$ cat config.mk
export PLATFORM = sky130hd
export DESIGN_NAME = minitb_ahb_arbiter_flat
export DESIGN_NICKNAME = d
export VERILOG_FILES = /design/src/rtl/minitb_ahb_pkg.sv /design/src/rtl/minitb_ahb_arbiter_if.sv /design/src/rtl/minitb_rr_picker.sv /design/src/rtl/minitb_ahb_arbiter.sv /design/src/flat_wrapper.sv
export SDC_FILE = /design/constraint.sdc
export NUM_CORES = 1
export LEC_CHECK = 0
export BUFFER_PORTS_ARGS = -buffer_cell sky130_fd_sc_hd__buf_4
export CORE_ASPECT_RATIO = 1.1
export CORE_UTILIZATION = 50
export DETAILED_ROUTE_END_ITERATION = 10
export GPL_ROUTABILITY_DRIVEN = 0
export PLACE_DENSITY = 0.79
export SETUP_SLACK_MARGIN = 0.05
export SYNTH_ARGS = -nofsm -noshare
export SYNTH_HDL_FRONTEND = slang
export SYNTH_SLANG_ARGS = --single-unit
export TNS_END_PERCENT = 10
$ cat constraint.sdc
create_clock -name hclk -period 4 [get_ports hclk]
set_input_delay 0.2 -clock hclk [delete_from_list [all_inputs] [get_ports hclk]]
set_output_delay 0.2 -clock hclk [all_outputs]
set_load 0.03 [all_outputs]
$ cat src/rtl/minitb_ahb_pkg.sv
// Shared AHB arbiter types: htrans encodings and the arbiter state enum.
package minitb_ahb_pkg;

  typedef enum logic [1:0] {
    TransIdle   = 2'b00,
    TransBusy   = 2'b01,
    TransNonseq = 2'b10,
    TransSeq    = 2'b11
  } htrans_e;

  typedef enum logic [1:0] {
    StPark,
    StOwned,
    StLocked
  } arb_state_e;

endpackage

$ cat src/rtl/minitb_ahb_arbiter_if.sv
// Arbiter bus bundle: master requests in, one-hot grant and address-phase owner out.
interface minitb_ahb_arbiter_if #(
  parameter int unsigned NUM_MASTERS = 4
);
  localparam int unsigned IdxW = $clog2(NUM_MASTERS);

  logic [NUM_MASTERS-1:0] hbusreq;
  logic [NUM_MASTERS-1:0] hlock;
  logic [1:0]             htrans;
  logic                   hready;
  logic [NUM_MASTERS-1:0] hgrant;
  logic [IdxW-1:0]        hmaster;
  logic                   hmastlock;

  modport master (
    output hbusreq, hlock, htrans, hready,
    input  hgrant, hmaster, hmastlock
  );

  modport slave (
    input  hbusreq, hlock, htrans, hready,
    output hgrant, hmaster, hmastlock
  );
endinterface

$ cat src/rtl/minitb_rr_picker.sv
// Combinational round-robin search: first set request bit at or after start_i, wrapping.
module minitb_rr_picker #(
  parameter int unsigned NUM_MASTERS = 4,
  localparam int unsigned IdxW = $clog2(NUM_MASTERS)
) (
  input  logic [NUM_MASTERS-1:0] req_i,
  input  logic [IdxW-1:0]        start_i,
  output logic [NUM_MASTERS-1:0] grant_oh_o,
  output logic [IdxW-1:0]        grant_idx_o
);

  always_comb begin
    int unsigned     cand;
    logic [IdxW-1:0] cand_idx;
    logic            found;
    grant_oh_o  = '0;
    grant_idx_o = '0;
    found       = 1'b0;
    cand        = 0;
    cand_idx    = '0;
    for (int unsigned i = 0; i < NUM_MASTERS; i++) begin
      cand     = (32'(start_i) + i) % NUM_MASTERS;
      cand_idx = IdxW'(cand);
      if (!found && req_i[cand_idx]) begin
        found                 = 1'b1;
        grant_oh_o[cand_idx]  = 1'b1;
        grant_idx_o           = cand_idx;
      end
    end
  end

endmodule

$ cat src/rtl/minitb_ahb_arbiter.sv
// AHB bus arbiter: round-robin with burst hold limit and parking on DEFAULT_MASTER.
// Locked transfers are supported only when MINITB_AHB_ARB_LOCK_EN is defined.
module minitb_ahb_arbiter
  import minitb_ahb_pkg::*;
#(
  parameter int unsigned NUM_MASTERS    = 4,
  parameter int unsigned DEFAULT_MASTER = 0,
  parameter int unsigned MAX_HOLD       = 16
) (
  input logic                 hclk,
  input logic                 hresetn,
  minitb_ahb_arbiter_if.slave bus
);

  localparam int unsigned IdxW = $clog2(NUM_MASTERS);
  localparam int unsigned CntW = $clog2(MAX_HOLD + 1);
  localparam logic [IdxW-1:0]        DefaultIdx = IdxW'(DEFAULT_MASTER);
  localparam logic [NUM_MASTERS-1:0] DefaultOh  = NUM_MASTERS'(1) << DEFAULT_MASTER;

  arb_state_e             state_q, state_d;
  logic [NUM_MASTERS-1:0] grant_q, grant_d;
  logic [IdxW-1:0]        owner_q, owner_d;
  logic [IdxW-1:0]        hmaster_q, hmaster_d;
  logic                   hmastlock_q, hmastlock_d;
  logic [CntW-1:0]        hold_cnt_q, hold_cnt_d;

  logic [IdxW-1:0]        start_idx;
  logic [NUM_MASTERS-1:0] pick_oh;
  logic [IdxW-1:0]        pick_idx;
  logic                   any_req, owner_req, others_req, burst, cap_hit, owner_lock;

  // Search starts just past the owner so the owner is considered last.
  assign start_idx = (owner_q == IdxW'(NUM_MASTERS - 1)) ? '0 : owner_q + 1'b1;

  minitb_rr_picker #(
    .NUM_MASTERS (NUM_MASTERS)
  ) u_picker (
    .req_i       (bus.hbusreq),
    .start_i     (start_idx),
    .grant_oh_o  (pick_oh),
    .grant_idx_o (pick_idx)
  );

  assign any_req    = |bus.hbusreq;
  assign owner_req  = bus.hbusreq[owner_q];
  assign others_req = |(bus.hbusreq & ~grant_q);
  assign burst      = (bus.htrans == TransSeq) || (bus.htrans == TransBusy);
  // This edge would complete MAX_HOLD cycles of tenure.
  assign cap_hit    = (hold_cnt_q >= CntW'(MAX_HOLD - 1)) && others_req;

`ifdef MINITB_AHB_ARB_LOCK_EN
  assign owner_lock = bus.hlock[owner_q];
`else
  logic unused_hlock;
  assign unused_hlock = ^bus.hlock;
  assign owner_lock   = 1'b0;
`endif

  always_comb begin
    state_d     = state_q;
    grant_d     = grant_q;
    owner_d     = owner_q;
    hmaster_d   = hmaster_q;
    hmastlock_d = hmastlock_q;
    hold_cnt_d  = hold_cnt_q;
    if (bus.hready) begin
      hmaster_d   = owner_q;
      hmastlock_d = owner_lock;
      if (state_q == StLocked && owner_lock) begin
        state_d = StLocked;
      end else if (!any_req) begin
        state_d = StPark;
        grant_d = DefaultOh;
        owner_d = DefaultIdx;
      end else if (state_q != StPark && owner_req && owner_lock) begin
        state_d = StLocked;
      end else if (state_q != StPark && owner_req && burst && !cap_hit) begin
        state_d = StOwned;
      end else begin
        state_d = StOwned;
        grant_d = pick_oh;
        owner_d = pick_idx;
      end
      if (grant_d != grant_q) begin
        hold_cnt_d = '0;
      end else if (hold_cnt_q < CntW'(MAX_HOLD)) begin
        hold_cnt_d = hold_cnt_q + 1'b1;
      end
    end
  end

  always_ff @(posedge hclk or negedge hresetn) begin
    if (!hresetn) begin
      state_q     <= StPark;
      grant_q     <= DefaultOh;
      owner_q     <= DefaultIdx;
      hmaster_q   <= DefaultIdx;
      hmastlock_q <= 1'b0;
      hold_cnt_q  <= '0;
    end else begin
      state_q     <= state_d;
      grant_q     <= grant_d;
      owner_q     <= owner_d;
      hmaster_q   <= hmaster_d;
      hmastlock_q <= hmastlock_d;
      hold_cnt_q  <= hold_cnt_d;
    end
  end

  assign bus.hgrant    = grant_q;
  assign bus.hmaster   = hmaster_q;
  assign bus.hmastlock = hmastlock_q;

endmodule

$ cat src/flat_wrapper.sv
// flat-port wrapper written by rule: the top's interface ports become plain ports
module minitb_ahb_arbiter_flat import minitb_ahb_pkg::*;
#(
  parameter int unsigned NUM_MASTERS    = 4,
  parameter int unsigned DEFAULT_MASTER = 0,
  parameter int unsigned MAX_HOLD       = 16
)
  (hclk, hresetn, bus_hbusreq, bus_hlock, bus_htrans, bus_hready, bus_hgrant, bus_hmaster, bus_hmastlock);
  minitb_ahb_arbiter_if #(.NUM_MASTERS(NUM_MASTERS)) bus_i ();
  input logic hclk;
  input logic hresetn;
  input wire logic [$bits(bus_i.hbusreq)-1:0] bus_hbusreq;
  input wire logic [$bits(bus_i.hlock)-1:0] bus_hlock;
  input wire logic [$bits(bus_i.htrans)-1:0] bus_htrans;
  input wire logic [$bits(bus_i.hready)-1:0] bus_hready;
  output wire logic [$bits(bus_i.hgrant)-1:0] bus_hgrant;
  output wire logic [$bits(bus_i.hmaster)-1:0] bus_hmaster;
  output wire logic [$bits(bus_i.hmastlock)-1:0] bus_hmastlock;
  assign bus_i.hbusreq = bus_hbusreq;
  assign bus_i.hlock = bus_hlock;
  assign bus_i.htrans = bus_htrans;
  assign bus_i.hready = bus_hready;
  assign bus_hgrant = bus_i.hgrant;
  assign bus_hmaster = bus_i.hmaster;
  assign bus_hmastlock = bus_i.hmastlock;
  minitb_ahb_arbiter #(.NUM_MASTERS(NUM_MASTERS), .DEFAULT_MASTER(DEFAULT_MASTER), .MAX_HOLD(MAX_HOLD)) u_core (.hclk(hclk), .hresetn(hresetn), .bus(bus_i));
endmodule
## Yosys cells after proc, flatten, opt, wreduce, memory -nomap -nowiden

Cells that the tools add are included.

| word-level totals | value |
|---|---|
| input port bits | 13 |
| output and inout port bits | 7 |
| word-level logic and storage cells | 91 |
| flip-flop bits (word level) | 15 |

| operators by class | value |
|---|---|
| reduce and logical (&&, ||, !) cells | 22 |
| bitwise gates (word level) | 5 |
| $add $sub $neg | 5 |
| multiplexer cells | 38 |
| $lt $le $gt $ge | 11 |
| eq/ne operators | 5 |

Operators by type and width:

| cell | number |
|---|---|
| $mux 4 | 7 |
| $lt 2x3->1 const B | 5 |
| $mux 2 | 7 |
| $mux 1 | 13 |
| $or 4x4->4 | 3 |
| $logic_and 1x1->1 | 11 |
| $bmux 1 s2 | 5 |
| $mux 5 | 2 |
| $demux 1 s2 | 4 |
| $ge 2x1->1 const B | 4 |
| $reduce_or 4->1 | 2 |
| $add 5x1->5 const B | 1 |
| $ge 5x4->1 const B | 1 |
| $lt 5x5->1 const B | 1 |
| $add 2x1->2 const B | 2 |
| $add 2x2->2 const B | 2 |
| $and 4x4->4 | 1 |
| $eq 2x2->1 const B | 2 |
| $logic_not 1->1 | 4 |
| $ne 4x4->1 | 1 |
| $not 4->4 | 1 |
| $reduce_and 2->1 | 2 |
| $reduce_bool 2->1 | 2 |
| $eq 2x1->1 const B | 1 |
| other kinds (2) | 2 |

## Depth between registers and ports, before layout

| depth | value |
|---|---|
| depth after elaboration | 20 |
| mapped depth | 11 |

## Modules after synthesis

A second synthesis with hierarchy kept.

| unflattened totals | value |
|---|---|
| cell total of the unflattened synthesis | 154 |
| area total of the unflattened synthesis | 1338.8 µm² |

By module, submodules not included:

| module | times used | cells an instance | area each (µm²) |
|---|---|---|---|
| minitb_ahb_arbiter | 1 | 89 | 849.6 |
| minitb_rr_picker | 1 | 65 | 489.2 |

## Worst setup path before layout

No wires, ideal clock.

| path | value |
|---|---|
| kind | register to register |
| from | register u_core.owner_q[1] |
| to | register u_core.hold_cnt_q[2] |
| slack | 0.828 ns |
| period minus slack after synthesis | 3.172 ns |
| buffers on the path | 2 |
| stages on the path, launching flop included | 12 |
| arrival time | 3.046 ns |
| data required time | 3.874 ns |
| setup time | 0.126 ns |
| cell sequence | dfrtp_1 ha_1 buf_6 nor2_4 mux4_2 buf_2 nor2_1 a311o_1 a21oi_1 o32ai_1 nor4_2 a221o_1 |

| on the way | value |
|---|---|
| word-level cells in the longest chain between the ends | 20 |

RTL lines:

| what | line | source |
|---|---|---|
| start: declaration | minitb_ahb_arbiter.sv:22 | `logic [IdxW-1:0] owner_q, owner_d;` |
| start signal: assignment | minitb_ahb_arbiter.sv:96 | `owner_q <= DefaultIdx;` |
| start signal: assignment | minitb_ahb_arbiter.sv:103 | `owner_q <= owner_d;` |
| parallel branches: the longest is 14 deep, another holds $lt 2x3->1 | - |  |
| $mux 4 (*) | minitb_ahb_arbiter.sv:77 | `end else if (state_q != StPark && owner_req && burst && !cap_hit) begin` |
| $mux 4 (*) | minitb_ahb_arbiter.sv:71 | `end else if (!any_req) begin` |
| $mux 4 (*) | minitb_ahb_arbiter.sv:66 | `if (bus.hready) begin` |
| $ne 4x4->1 (*) | minitb_ahb_arbiter.sv:84 | `if (grant_d != grant_q) begin` |
| $reduce_bool 2->1 (no line) | - |  |
| $reduce_and 2->1 (no line) | - |  |
| end signal: assignment | minitb_ahb_arbiter.sv:106 | `hold_cnt_q <= hold_cnt_d;` |
| end: declaration | minitb_ahb_arbiter.sv:25 | `logic [CntW-1:0] hold_cnt_q, hold_cnt_d;` |

Every way passes the cells marked *. The select of a mux whose other input is x is not followed.
A chain may end at the register's enable or synchronous reset.

## Final worst setup path

| path | value |
|---|---|
| from | register u_core.owner_q[0] |
| to | register u_core.hold_cnt_q[0] |

The elaborated chain is that of the path after synthesis.

==> impl_results.md <==
- Status: completed
- Post-DR vias/cell: roughly 6.5
- Max Fclk: 269 MHz
- Clock sink total: 14
- Power per cell area: roughly 820 nW/um2
- Site row count: 19
- Crit-path max cell delay: about 650 ps
- WL final: between 2000 and 3000 um
- H-tree lvl count: 1
- Commonest non-fill, non-tap cell in the layout: buf_4
- Commonest cells after routing, fill and taps aside: 14 x buf_4, 13 x dfrtp_1, 12 x a21oi_1
- Final setup viols: 0
- Worst-path maximum fanout: 12
- R2r setup slk: roughly 280 ps
- Worst Setup Start Kind: register
- # IOs: 20
- Die area: roughly 2900 um2
- VDD IR max: ~0.52 mV
- Layout overhead on the synthesized area: 9.56%
- Grt met3 use: 0.0271
- Syn Nets: around 170
- Measured slew at the worst slew-check pin: 656 ps
- Final instance area: approximately 1500 um2
- # nets final: around 180
- Placed Cells: ~180
- Maximum root-to-sink buffer count: 2
- Cell seen most often among critical-path stages: nor2_1
- M1 GR Usage: 0.284
- RSZ-0062 raised after global routing: false
- Pleak: 0.633 nW
- Initial antenna violation count: 0
- Combinational Power Share: 0.700
- Max-slew headroom: 0.551
- PnR worst setup slack: ~280 ps
- Hold path start: bus_hready
- Pre-CTS setup slack: around 370 ps
- Max-capacitance violation count: 0
- Worst skew pair latency: around 280 ps
- First-pass GRT wire length: between 4000 and 5000 um
- CP required: around 4200 ps
- CP arrival: between 3000 and 4000 ps
- Core Box Area: 2520 um2
- Max Clock Skew: between 3 and 4 ps
- Ant. Diodes: 0
- Clk slew on worst S/H paths: approximately 90 ps
- HP Class: input port to register
- GRT Total Usage: 0.222
- Switching pwr: slightly above 600 uW
- Worst setup path startpoint: u_core.owner_q[0]
- Die Y: between 50 and 60 um
- Synth Area per Inst: 9.29 um2
- Setup crit end kind: register
- Fin crit period: between 3000 and 4000 ps
- FFs w/ async S/R, synth: 1.00
- YS warnings: 0
- Register Area: about 350 um2
- Register share of total power: 0.215
- FILL cells: ~220
- Slew Limit Fails: 0
- Slowest cell on the critical path: dfrtp_1
- Die W: 51.5 um
- Most Crowded Layer GR: met2
- FF-to-FF Start: u_core.owner_q[0]
- Top_reg_cell synth: dfrtp_1
- Number of distinct library cells after synthesis: 50
- Vias after detailed routing: roughly 1.2k
- P_int: between 600 and 700 uW
- Final design utilization: 0.586
- PostCTS Resize Cnt: 0
- Starting DRC count in detailed routing: 40
- HPWL Detailed: between 2000 and 2500 um
- Drt drc: 0
- Buffers & Inverters on Critical Path: 1
- Worst-path cell chain: inv_1 > ha_1 > nor2_1 > mux4_2 > nor2_1 > a21o_4 > a211oi_1 > a221o_1 > nor4_2 > mux2_2
- Area of the mapped netlist: between 1000 and 1500 um2
- Clk pwr share: 0.085
- Clock root buffer: clkbuf_4
- Register area share after synthesis: 0.261
- Finished Layout Cells: 186
- Multi-input gate area: 905 um2
- TritonRoute pass-1 iters: 4
- Vias in the first global route: 1,085
- Critical path class: register to register
- Clock buffer count from CTS: 3
- Post-CTS Setup Bufs: 0
- Switch share: 0.498
- Post-synth EDFFs: 0
- GRT overflow: 0
- Post-Place Cell Area: ~1400 um2
- Hold-fix buffers, CTS: 1
- DR WL/cell: ~16 um
- Final hold vios: 0
- Post-route ant nets: 0
- Mapped Cells: ~150
- GR Util met2: 0.388
- Crit path max-delay family: simple AND/OR/NAND/NOR gates
- Fin crit share: 0.930
- Initial Util: 0.535
- #FFs+latches synth: 14
- Layout cells sized above 1: 0.213
- CTS tree: done
- Final setup TNS: 0 ps
- Port Buffers: 13
- Largest net degree at the start of global routing: 17
==> state kept, by name (all words and copies together) (netlist names) <==
| signal | count |
|---|---|
| u_core.bus.hgrant | 4 |
| u_core.bus.hmaster | 2 |
| u_core.hold_cnt_q | 5 |
| u_core.owner_q | 2 |
| u_core.state_q | 1 |
==> final timing paths <==
check | to | cells past startpoint
min | u_core.bus.hgrant[0] | 2
max reg2reg | u_core.hold_cnt_q[0] | 10
min in group asynchronous | u_core.hold_cnt_q[1] | 2
min reg2reg | u_core.bus.hmaster[1] | 1
max | u_core.hold_cnt_q[0] | 10
max in group asynchronous | u_core.bus.hgrant[0] | 2
==> per-layer routing <==
metal / wire, um / vias up / part of all wire
met5: 0 / - / 0
met4: 44 / 0 / 0.015
met3: 128 / 6 / 0.043
met2: 1480 / 44 / 0.50
met1: 1290 / 585 / 0.44
li1: - / 572 / -
==> kinds of logic after synthesis <==
group / synth area share
compound gates: 0.261
fa+ha+maj: 0.0836
buf+inv: 0.0678
flops: 0.261
mux: 0.119
other cells: 0.00278
simple gates: 0.205
==> final cells by class <==
| type | instances | area share |
|---|---|---|
| multi-input combinational | 114 | 0.613 |
| sequential | 14 | 0.238 |
| timing repair buffer | 15 | 0.0780 |
| tap | 31 | 0.0263 |
| clock buffer | 4 | 0.0246 |
| inverter | 8 | 0.0203 |
==> metrics by stage <==
stage | hold WS (ps) | total power [mW]
final | 193 | 1.22
after global routing | 206 | 1.31
after CTS | 192 | 1.21
after detailed placement | 61.6 | 1.10
after global placement | 53.8 | 1.08
after floorplan | -95.6 | 0.938
==> cells in the mapped netlist (2+ instances only) <==
master     count  area (um2)
a2111oi_0      3        26.3
and4_1         2        17.5
and2_1         2        12.5
mux4_2         4        90.1
buf_6          3        33.8
dfrtp_1       13         325
clkbuf_1       4        15.0
a21oi_1       12        60.1
nor2b_1        6        37.5
or3_1          2        12.5
nor2_1         8        30.0
o21ai_0       10        50.1
nand3b_1       2        15.0
inv_1          8        30.0
a221o_1        3        30.0
nor3_1         3        15.0
ha_1           9         113
mux2_2         4        45.0
nand2_1       10        37.5
o21a_1         2        15.0
nor4_1         4        25.0
a211oi_1       2        15.0
or2_1          2        12.5
==> worst register-to-register path: stages (launching register included) <==
cell      delay, ps
dfrtp_1         650
inv_1           190
ha_1            270
nor2_1          210
mux4_2          620
nor2_1          340
a21o_4          240
a211oi_1        120
a221o_1         460
nor4_2          350
mux2_2          220
==> power groups by stage <==
stage	combinational [mW]	clock, mW	sequential [mW]
after floorplan	0.643	0	0.296
after global routing	0.931	0.109	0.270
final	0.851	0.104	0.262
after detailed placement	0.840	0	0.264
after global placement	0.819	0	0.261
after CTS	0.843	0.105	0.260
Note: power is estimated with default switching activity, not from simulation.
